`src/rtl/ro_freq_meter.sv`:
```
// Ring-oscillator frequency meter: enables the oscillator, synchronizes its tap and
// counts rising edges over a fixed window of GATE_CYCLES clk cycles.
module ro_freq_meter #(
  parameter int CNT_W         = 16,
  parameter int GATE_CYCLES   = 256,
  parameter int SETTLE_CYCLES = 8
) (
  input  logic             clk,
  input  logic             rst_n,
  input  logic             start,
  input  logic             abort,
  input  logic             ro_in,
  output logic             ro_en,
  output logic             busy,
  output logic             valid,
  output logic             overflow,
  output logic [CNT_W-1:0] count_out
);

  localparam int TMAX = (GATE_CYCLES > SETTLE_CYCLES) ? GATE_CYCLES : SETTLE_CYCLES;
  localparam int TW   = $clog2(TMAX + 1);

  typedef enum logic [1:0] {IDLE, ARM, COUNT, DONE} state_e;

  state_e           state_q, state_d;
  logic [TW-1:0]    timer_q, timer_d;
  logic [CNT_W-1:0] edge_cnt_q, edge_cnt_d;
  logic             ovf_q, ovf_d;
  logic [CNT_W-1:0] count_out_q, count_out_d;
  logic             overflow_q, overflow_d;
  logic             valid_q, valid_d;
  logic [2:0]       sync_q, sync_d;
  logic             rise;

  // sync_q[0]=s1, [1]=s2, [2]=s3; rise is independent of state
  assign sync_d = {sync_q[1:0], ro_in};
  assign rise   = sync_q[1] & ~sync_q[2];

  always_comb begin
    state_d     = state_q;
    timer_d     = timer_q;
    edge_cnt_d  = edge_cnt_q;
    ovf_d       = ovf_q;
    count_out_d = count_out_q;
    overflow_d  = overflow_q;
    valid_d     = 1'b0;
    case (state_q)
      IDLE: begin
        if (start) begin
          state_d    = ARM;
          timer_d    = TW'(SETTLE_CYCLES - 1);
          edge_cnt_d = '0;
          ovf_d      = 1'b0;
        end
      end
      ARM: begin
        if (abort) begin
          state_d = IDLE;
        end else if (timer_q == '0) begin
          state_d = COUNT;
          timer_d = TW'(GATE_CYCLES - 1);
        end else begin
          timer_d = timer_q - TW'(1);
        end
      end
      COUNT: begin
        if (abort) begin
          state_d = IDLE;
        end else begin
          // saturate instead of wrapping; a lost edge is flagged as overflow
          if (rise) begin
            if (&edge_cnt_q) ovf_d = 1'b1;
            else             edge_cnt_d = edge_cnt_q + CNT_W'(1);
          end
          if (timer_q == '0) state_d = DONE;
          else               timer_d = timer_q - TW'(1);
        end
      end
      DONE: begin
        count_out_d = edge_cnt_q;
        overflow_d  = ovf_q;
        valid_d     = 1'b1;
        state_d     = IDLE;
      end
      default: state_d = IDLE;
    endcase
  end

  always_ff @(posedge clk or negedge rst_n) begin
    if (!rst_n) begin
      state_q     <= IDLE;
      timer_q     <= '0;
      edge_cnt_q  <= '0;
      ovf_q       <= 1'b0;
      count_out_q <= '0;
      overflow_q  <= 1'b0;
      valid_q     <= 1'b0;
      sync_q      <= '0;
    end else begin
      state_q     <= state_d;
      timer_q     <= timer_d;
      edge_cnt_q  <= edge_cnt_d;
      ovf_q       <= ovf_d;
      count_out_q <= count_out_d;
      overflow_q  <= overflow_d;
      valid_q     <= valid_d;
      sync_q      <= sync_d;
    end
  end

  assign ro_en     = (state_q == ARM) || (state_q == COUNT);
  assign busy      = (state_q != IDLE);
  assign valid     = valid_q;
  assign overflow  = overflow_q;
  assign count_out = count_out_q;

endmodule

```
`config.mk`:
```
export PLATFORM = sky130hd
export DESIGN_NAME = ro_freq_meter
export DESIGN_NICKNAME = d
export VERILOG_FILES = /design/src/rtl/ro_freq_meter.sv
export SDC_FILE = /design/constraint.sdc
export NUM_CORES = 1
export LEC_CHECK = 0
export ABC_AREA = 1
export CAP_MARGIN = 20
export CORE_MARGIN = 1
export CORE_UTILIZATION = 34
export CTS_BUF_LIST = sky130_fd_sc_hd__clkbuf_16
export DETAILED_ROUTE_END_ITERATION = 8
export HOLD_SLACK_MARGIN = 0.06
export PLACE_DENSITY = 0.53
export SETUP_SLACK_MARGIN = 0.1
export SYNTH_ARGS = -nofsm -noshare
export SYNTH_HDL_FRONTEND = slang
export SYNTH_SLANG_ARGS = --single-unit
```
`constraint.sdc`:
```
create_clock -name clk -period 2.2 [get_ports clk]
set_clock_uncertainty 0.15 [all_clocks]
set_input_delay 0.44 -clock clk [delete_from_list [all_inputs] [get_ports clk]]
set_output_delay 0.44 -clock clk [all_outputs]
set_load 0.03 [all_outputs]
```
Word-level counts from Yosys, hierarchy flattened --
Cells that the tools add are included. W data, S select, Z words.
Word-level totals: flip-flop bits (word level) 49, input port bits 5
Operators by class: $add $sub $neg 2, equality and inequality tests 12, muxes and demuxes 23, bitwise gates (word level) 2, reductions and logical operators 11
Operators by type and width (number):
- $mux W16 | 4
- $mux W9 | 5
- $pmux W16 S2 | 1
- $pmux W9 S3 | 1
- $add A16 B1 Y16 const B | 1
- $reduce_and A16 Y1 | 1
- $reduce_and A5 Y1 | 3
- $ne A2 B2 Y1 const B | 7
- $mux W2 | 5
- $logic_not A9 Y1 | 1
- $sub A9 B1 Y9 const B | 1
- $pmux W2 S4 | 1
- $ne A3 B3 Y1 const B | 2
- $mux W1 | 5
- $eq A2 B2 Y1 const B | 2
- $reduce_bool A2 Y1 | 2
- $reduce_and A3 Y1 | 1
- $reduce_bool A3 Y1 | 1
- $eq A2 B1 Y1 const B | 1
- $logic_not A2 Y1 | 1
- $pmux W1 S2 | 1
- $and A1 B1 Y1 | 1
- $logic_or A1 B1 Y1 | 1
- $not A1 Y1 | 1

Longest topological paths before layout --
depth in word-level cells 5, mapped depth 11

Worst setup path after synthesis --
OpenSTA, ideal clock, no wires.
kind reg2reg, start register state_q[0], end register edge_cnt_q[5], data arrival time 1623 ps, setup slack 353 ps, cell stages (with the launch flop) 11, buffers on the path 1, path through dfrtp_1 inv_1 ha_1 inv_1 nor2_1 a21oi_2 nand2_4 inv_4 buf_6 nand2_2 o21ai_2
On the way: word-level cells in the longest chain between the ends 3, elaborated cells between the ends (all ways) 9
Ends and longest elaborated chain:
- start, declared | line 25 | state_e state_q, state_d;
- start signal, assigned | line 100 | state_q <= state_d;
- $eq A2 B2 Y1 or $logic_not A2 Y1 (tied branches) | line 47 | case (state_q)
- $ne A2 B2 Y1 (no line) or $reduce_bool A2 Y1 (tied branches)
- $reduce_and A5 Y1 (no line)
- end signal, assigned | line 102 | edge_cnt_q <= edge_cnt_d;
- end, declared | line 27 | logic [CNT_W-1:0] edge_cnt_q, edge_cnt_d;
Several ways; a longest one is shown, not always the timed one. A chain may end at the register's enable or synchronous reset.

Worst setup path in the final report --
start register state_q[0], end output ro_en
On the way: word-level cells in the longest chain between the ends 2, elaborated cells between the ends (all ways) 3
Ends and longest elaborated chain:
- $eq A2 B1 Y1 or $eq A2 B2 Y1 (tied branches) | line 111 | assign ro_en = (state_q == ARM) || (state_q == COUNT);
- $logic_or A1 B1 Y1 * | line 111
- end, declared | line 13 | output logic ro_en,
Every way passes the cells marked *; elsewhere a longest branch is shown, timed or not.

==> metrics.md <==
| Metric | Value |
|---|---|
| Count leader, synth | `sky130_fd_sc_hd__nand2_1` |
| Port Buffer Count | `24` |
| Avg WL per Cell | `between 10 and 15 um` |
| Proportion of synthesized flip-flops having asynchronous set or reset | `1.000` |
| Required time worst endpoint | `roughly 1.6 ns` |
| Clk Latency, worst-skew pair | `0.28 ns` |
| Power per Cell Area | `about 1100 nW/um^2` |
| TritonCTS clock tree | `built` |
| Area inside the core boundary | `7687 um^2` |
| Hold violation count in the final report | `0` |
| Yosys warnings | `0` |
| Overall die area | `8279 um^2` |
| Mapped Nets | `348` |
| Area of the multi-input gates | `1257 um^2` |
| Largest net degree at the start of global routing | `50` |
| Standard cell with the maximum stage delay on the critical path | `sky130_fd_sc_hd__dfrtp_1` |
| Upper clock frequency limit | `508.9 MHz` |
| TritonRoute pass-1 iters | `4` |
| Placed wire-length estimate | `4099 um` |
| Largest cells by area after synthesis | `sky130_fd_sc_hd__dfrtp_1 46%, sky130_fd_sc_hd__nand2_1 11%, sky130_fd_sc_hd__nor2_1 6.6%` |
| Ports | `25` |
| Crit-path max FO | `5` |
| Detailed Route WL | `5734 um` |
| CTS HTree Levels | `2` |
| Post-synth top area cell | `sky130_fd_sc_hd__dfrtp_1` |
| Cell Area, Synth | `2693 um^2` |
| Setup repair after global routing missed its margin | `false` |
| EDFF count, synth | `0` |
| Dominant synthesized flop cell | `sky130_fd_sc_hd__dfrtp_1` |
| First-pass GRT wire length | `10010 um` |
| Setup violation total in the final timing report | `0` |
| FF+latch area | `1226 um^2` |
| Max-slew violations | `0` |
| Status | `finished, final reports clean` |
| Combined global-route utilization of all metal layers | `0.1511` |
| Mean cell area of the mapped netlist | `8.014 um^2` |
| Worst Max-Slew Pin Slew | `0.3286 ns` |
| Clock input transition at the sequential cells of the worst setup and hold paths | `0.06 ns` |
| Antenna viol nets, final | `0` |
| Worst flop-to-flop path startpoint | `state_q[0]$_DFFE_PN0P_` |
| Startpoint of the most critical setup path | `state_q[0]$_DFFE_PN0P_` |
| Largest stage delay on the critical path | `0.40 ns` |
| Number of DRC markers after the initial detailed-route iteration | `103` |
| Sequential fraction of the synthesis area | `0.4554` |
| Number of global-route vias before repair | `about 2100` |
| Residual DRC | `0` |
| Final estimated routing congestion in global placement | `0.8213` |
| Post-synthesis to final-layout area growth | `19.33%` |
| Worst Setup End Kind | `primary output` |
| Instance count of the mapped netlist | `around 340` |
| Number of antenna violations at the first check in global routing | `0` |
| Count of inserted antenna diode cells | `0` |
| Most frequent cells after synthesis | `76 x sky130_fd_sc_hd__nand2_1, 49 x sky130_fd_sc_hd__dfrtp_1, 47 x sky130_fd_sc_hd__nor2_1, 39 x sky130_fd_sc_hd__inv_1, 21 x sky130_fd_sc_hd__nand3_1` |
| Worst flop-to-flop path endpoint | `edge_cnt_q[8]$_DFFE_PN0P_` |
| Setup TNS | `0 ns` |
| Critical Path Source Type | `register` |
| Routed via count | `about 2200` |
| R2r worst-path depth | `8` |
| Number of synthesized register bits | `49` |
| Post CTS Setup Buffer Count | `0` |
| Static Leak | `1.484 nW` |
| Peak supply drop | `430.8 uV` |
| Number of different library cells in the post-synthesis netlist | `33` |
| Core utilization of the finished layout | `0.4180` |
| CTS Buf Count | `5` |
| CTS root buffer | `sky130_fd_sc_hd__clkbuf_16` |
| TritonCTS Sinks | `49` |
| Vias per inst | `4.665` |
| Share of final-layout standard cells stronger than drive strength 1 | `0.1355` |
| Number of nets in the final layout | `between 300 and 400` |
| Total number of placement rows | `32` |
| Relative slew slack | `0.7809` |
| Horiz. Die Dim | `about 91 um` |
| Final Critical Period | `a little under 2 ns` |
| GRT Residual Overflow | `0` |
| WP data arrival | `1.38 ns` |
| Total of fill cells in the finished design | `801` |
| Worst reg2reg setup slack | `between 0.2 and 0.3 ns` |
| HP Class | `register to register` |
| Initial cell density of the core | `0.3503` |
| Cells along the critical path | `inv_1 -> ha_1 -> clkbuf_2` |
| Worst setup path end | `ro_en` |
| Reported max-cap violation count | `0` |
| Critical path class | `register to primary output` |
| Area share of the leading cell type in the synthesized netlist | `0.4554` |
| Fraction of the cycle the final worst path needs | `0.8933` |
| Longest Clk Path Bufs | `2` |
| Vertical die dimension | `90.99 um` |
-- sequential cells by signal (all words and copies together) (netlist names) --
| register | cells |
|---|---|
| count_out | 16 |
| edge_cnt_q | 16 |
| timer_q | 9 |
| sync_q | 3 |
| state_q | 2 |
| overflow | 1 |
| ovf_q | 1 |
| valid | 1 |
-- critical path, delay by kind of cell (launching register included) --
family	cells	cell delay (ns)
buf+inv	2	0.33
fa+ha+maj	1	0.37
flops	1	0.40
-- layout make-up --
type | instances | area share
timing repair buffer | 32 | 0.09346
inverter | 43 | 0.05101
clock buffer | 5 | 0.03894
multi-input combinational | 237 | 0.3914
clock inverter | 3 | 0.003894
tap | 102 | 0.03972
sequential | 49 | 0.3816
-- logic make-up after synthesis --
group / Yosys count / synth area share
XOR/XNOR: 9 / 0.02928
adder cells (fa/ha/maj): 7 / 0.03253
buffers and inverters: 50 / 0.07760
flip-flops: 49 / 0.4554
multiplexers: 5 / 0.02091
AO/OA/AOI/OAI: 42 / 0.08829
AND/OR/NAND/NOR: 174 / 0.2960
-- per-layer routing --
| metal | part of all wire | wire length (um) | track usage | up-vias |
|---|---|---|---|---|
| li1 | - | - | - | 1130 |
| met1 | 0.51 | 2901 | 0.2053 | 1026 |
| met2 | 0.45 | 2592 | 0.2506 | 37 |
| met3 | 0.034 | 194 | 0.02680 | 4 |
| met4 | 0.0077 | 44 | 0.03571 | 0 |
| met5 | 0 | 0 | 0 | - |
-- worst min path at each step --
stage / startpoint / endpoint / slack, ns / cells after the start
2_1_floorplan: rst_n / count_out[0]$_DFFE_PN0P_ / -0.006 / 0
3_3_place_gp: sync_q[0]$_DFF_PN0_ / sync_q[1]$_DFF_PN0_ / 0.18 / 0
3_5_place_dp: sync_q[0]$_DFF_PN0_ / sync_q[1]$_DFF_PN0_ / 0.19 / 0
4_1_cts: sync_q[0]$_DFF_PN0_ / sync_q[1]$_DFF_PN0_ / 0.20 / 0
5_1_grt: sync_q[0]$_DFF_PN0_ / sync_q[1]$_DFF_PN0_ / 0.21 / 0
6_report: sync_q[0]$_DFF_PN0_ / sync_q[1]$_DFF_PN0_ / 0.20 / 0
-- where the power goes --
group	internal, mW	switching, mW	leakage, nW	total (mW)
clock network	0.412	0.329	0.0687	0.742
registers	1.10	0.138	0.642	1.24
logic	0.565	1.00	0.773	1.57
-- what timing repair did --
| item | CTS | global route |
|---|---|---|
| cloned | 0 | 0 |
| gates resized for setup | 2 | 4 |
| hold buffers | 1 | 0 |
| endpoints found under the hold margin | 49 | 0 |
| setup endpoints to repair | 2 | 2 |
-- cell usage in the layout (no fill, tap or decap), types with 2 or more instances in the layout --
cell type	Yosys	final
sky130_fd_sc_hd__buf_4	1	6
sky130_fd_sc_hd__o21ai_0	17	17
sky130_fd_sc_hd__clkdlybuf4s50_1	0	21
sky130_fd_sc_hd__nor2_2	2	2
sky130_fd_sc_hd__nand4_1	6	6
sky130_fd_sc_hd__nor2_4	3	3
sky130_fd_sc_hd__clkinv_1	0	2
sky130_fd_sc_hd__nand2_2	7	7
sky130_fd_sc_hd__xor2_1	6	6
sky130_fd_sc_hd__a21oi_1	14	14
sky130_fd_sc_hd__nor3_1	4	4
sky130_fd_sc_hd__o21ai_2	5	5
sky130_fd_sc_hd__xnor2_1	3	3
sky130_fd_sc_hd__o21ai_1	3	3
sky130_fd_sc_hd__dfrtp_1	49	49
sky130_fd_sc_hd__mux2_2	5	5
sky130_fd_sc_hd__nand3_2	2	2
sky130_fd_sc_hd__nand2_4	2	2
sky130_fd_sc_hd__clkbuf_2	0	2
sky130_fd_sc_hd__nand3_1	21	21
sky130_fd_sc_hd__clkbuf_16	0	5
sky130_fd_sc_hd__ha_1	7	7
sky130_fd_sc_hd__nor2_1	47	47
sky130_fd_sc_hd__nand2_1	76	76
sky130_fd_sc_hd__inv_2	3	3
sky130_fd_sc_hd__inv_1	39	39
-- through the flow --
stage          setup WS (ns)  power (mW)  std cells  hold slack, ns  cell area (um^2)
4_1_cts              0.04730       3.589        471          0.2022              3221
5_1_grt               0.1002       3.821        471          0.2111              3213
3_3_place_gp          0.1194       2.835        462          0.1839              3075
3_5_place_dp         0.08203       2.849        462          0.1871              3075
6_report              0.2348       3.544        471          0.1985              3213
2_1_floorplan         0.3526       2.340        336       -0.005591              2693
(Power assumes the default switching activity.)
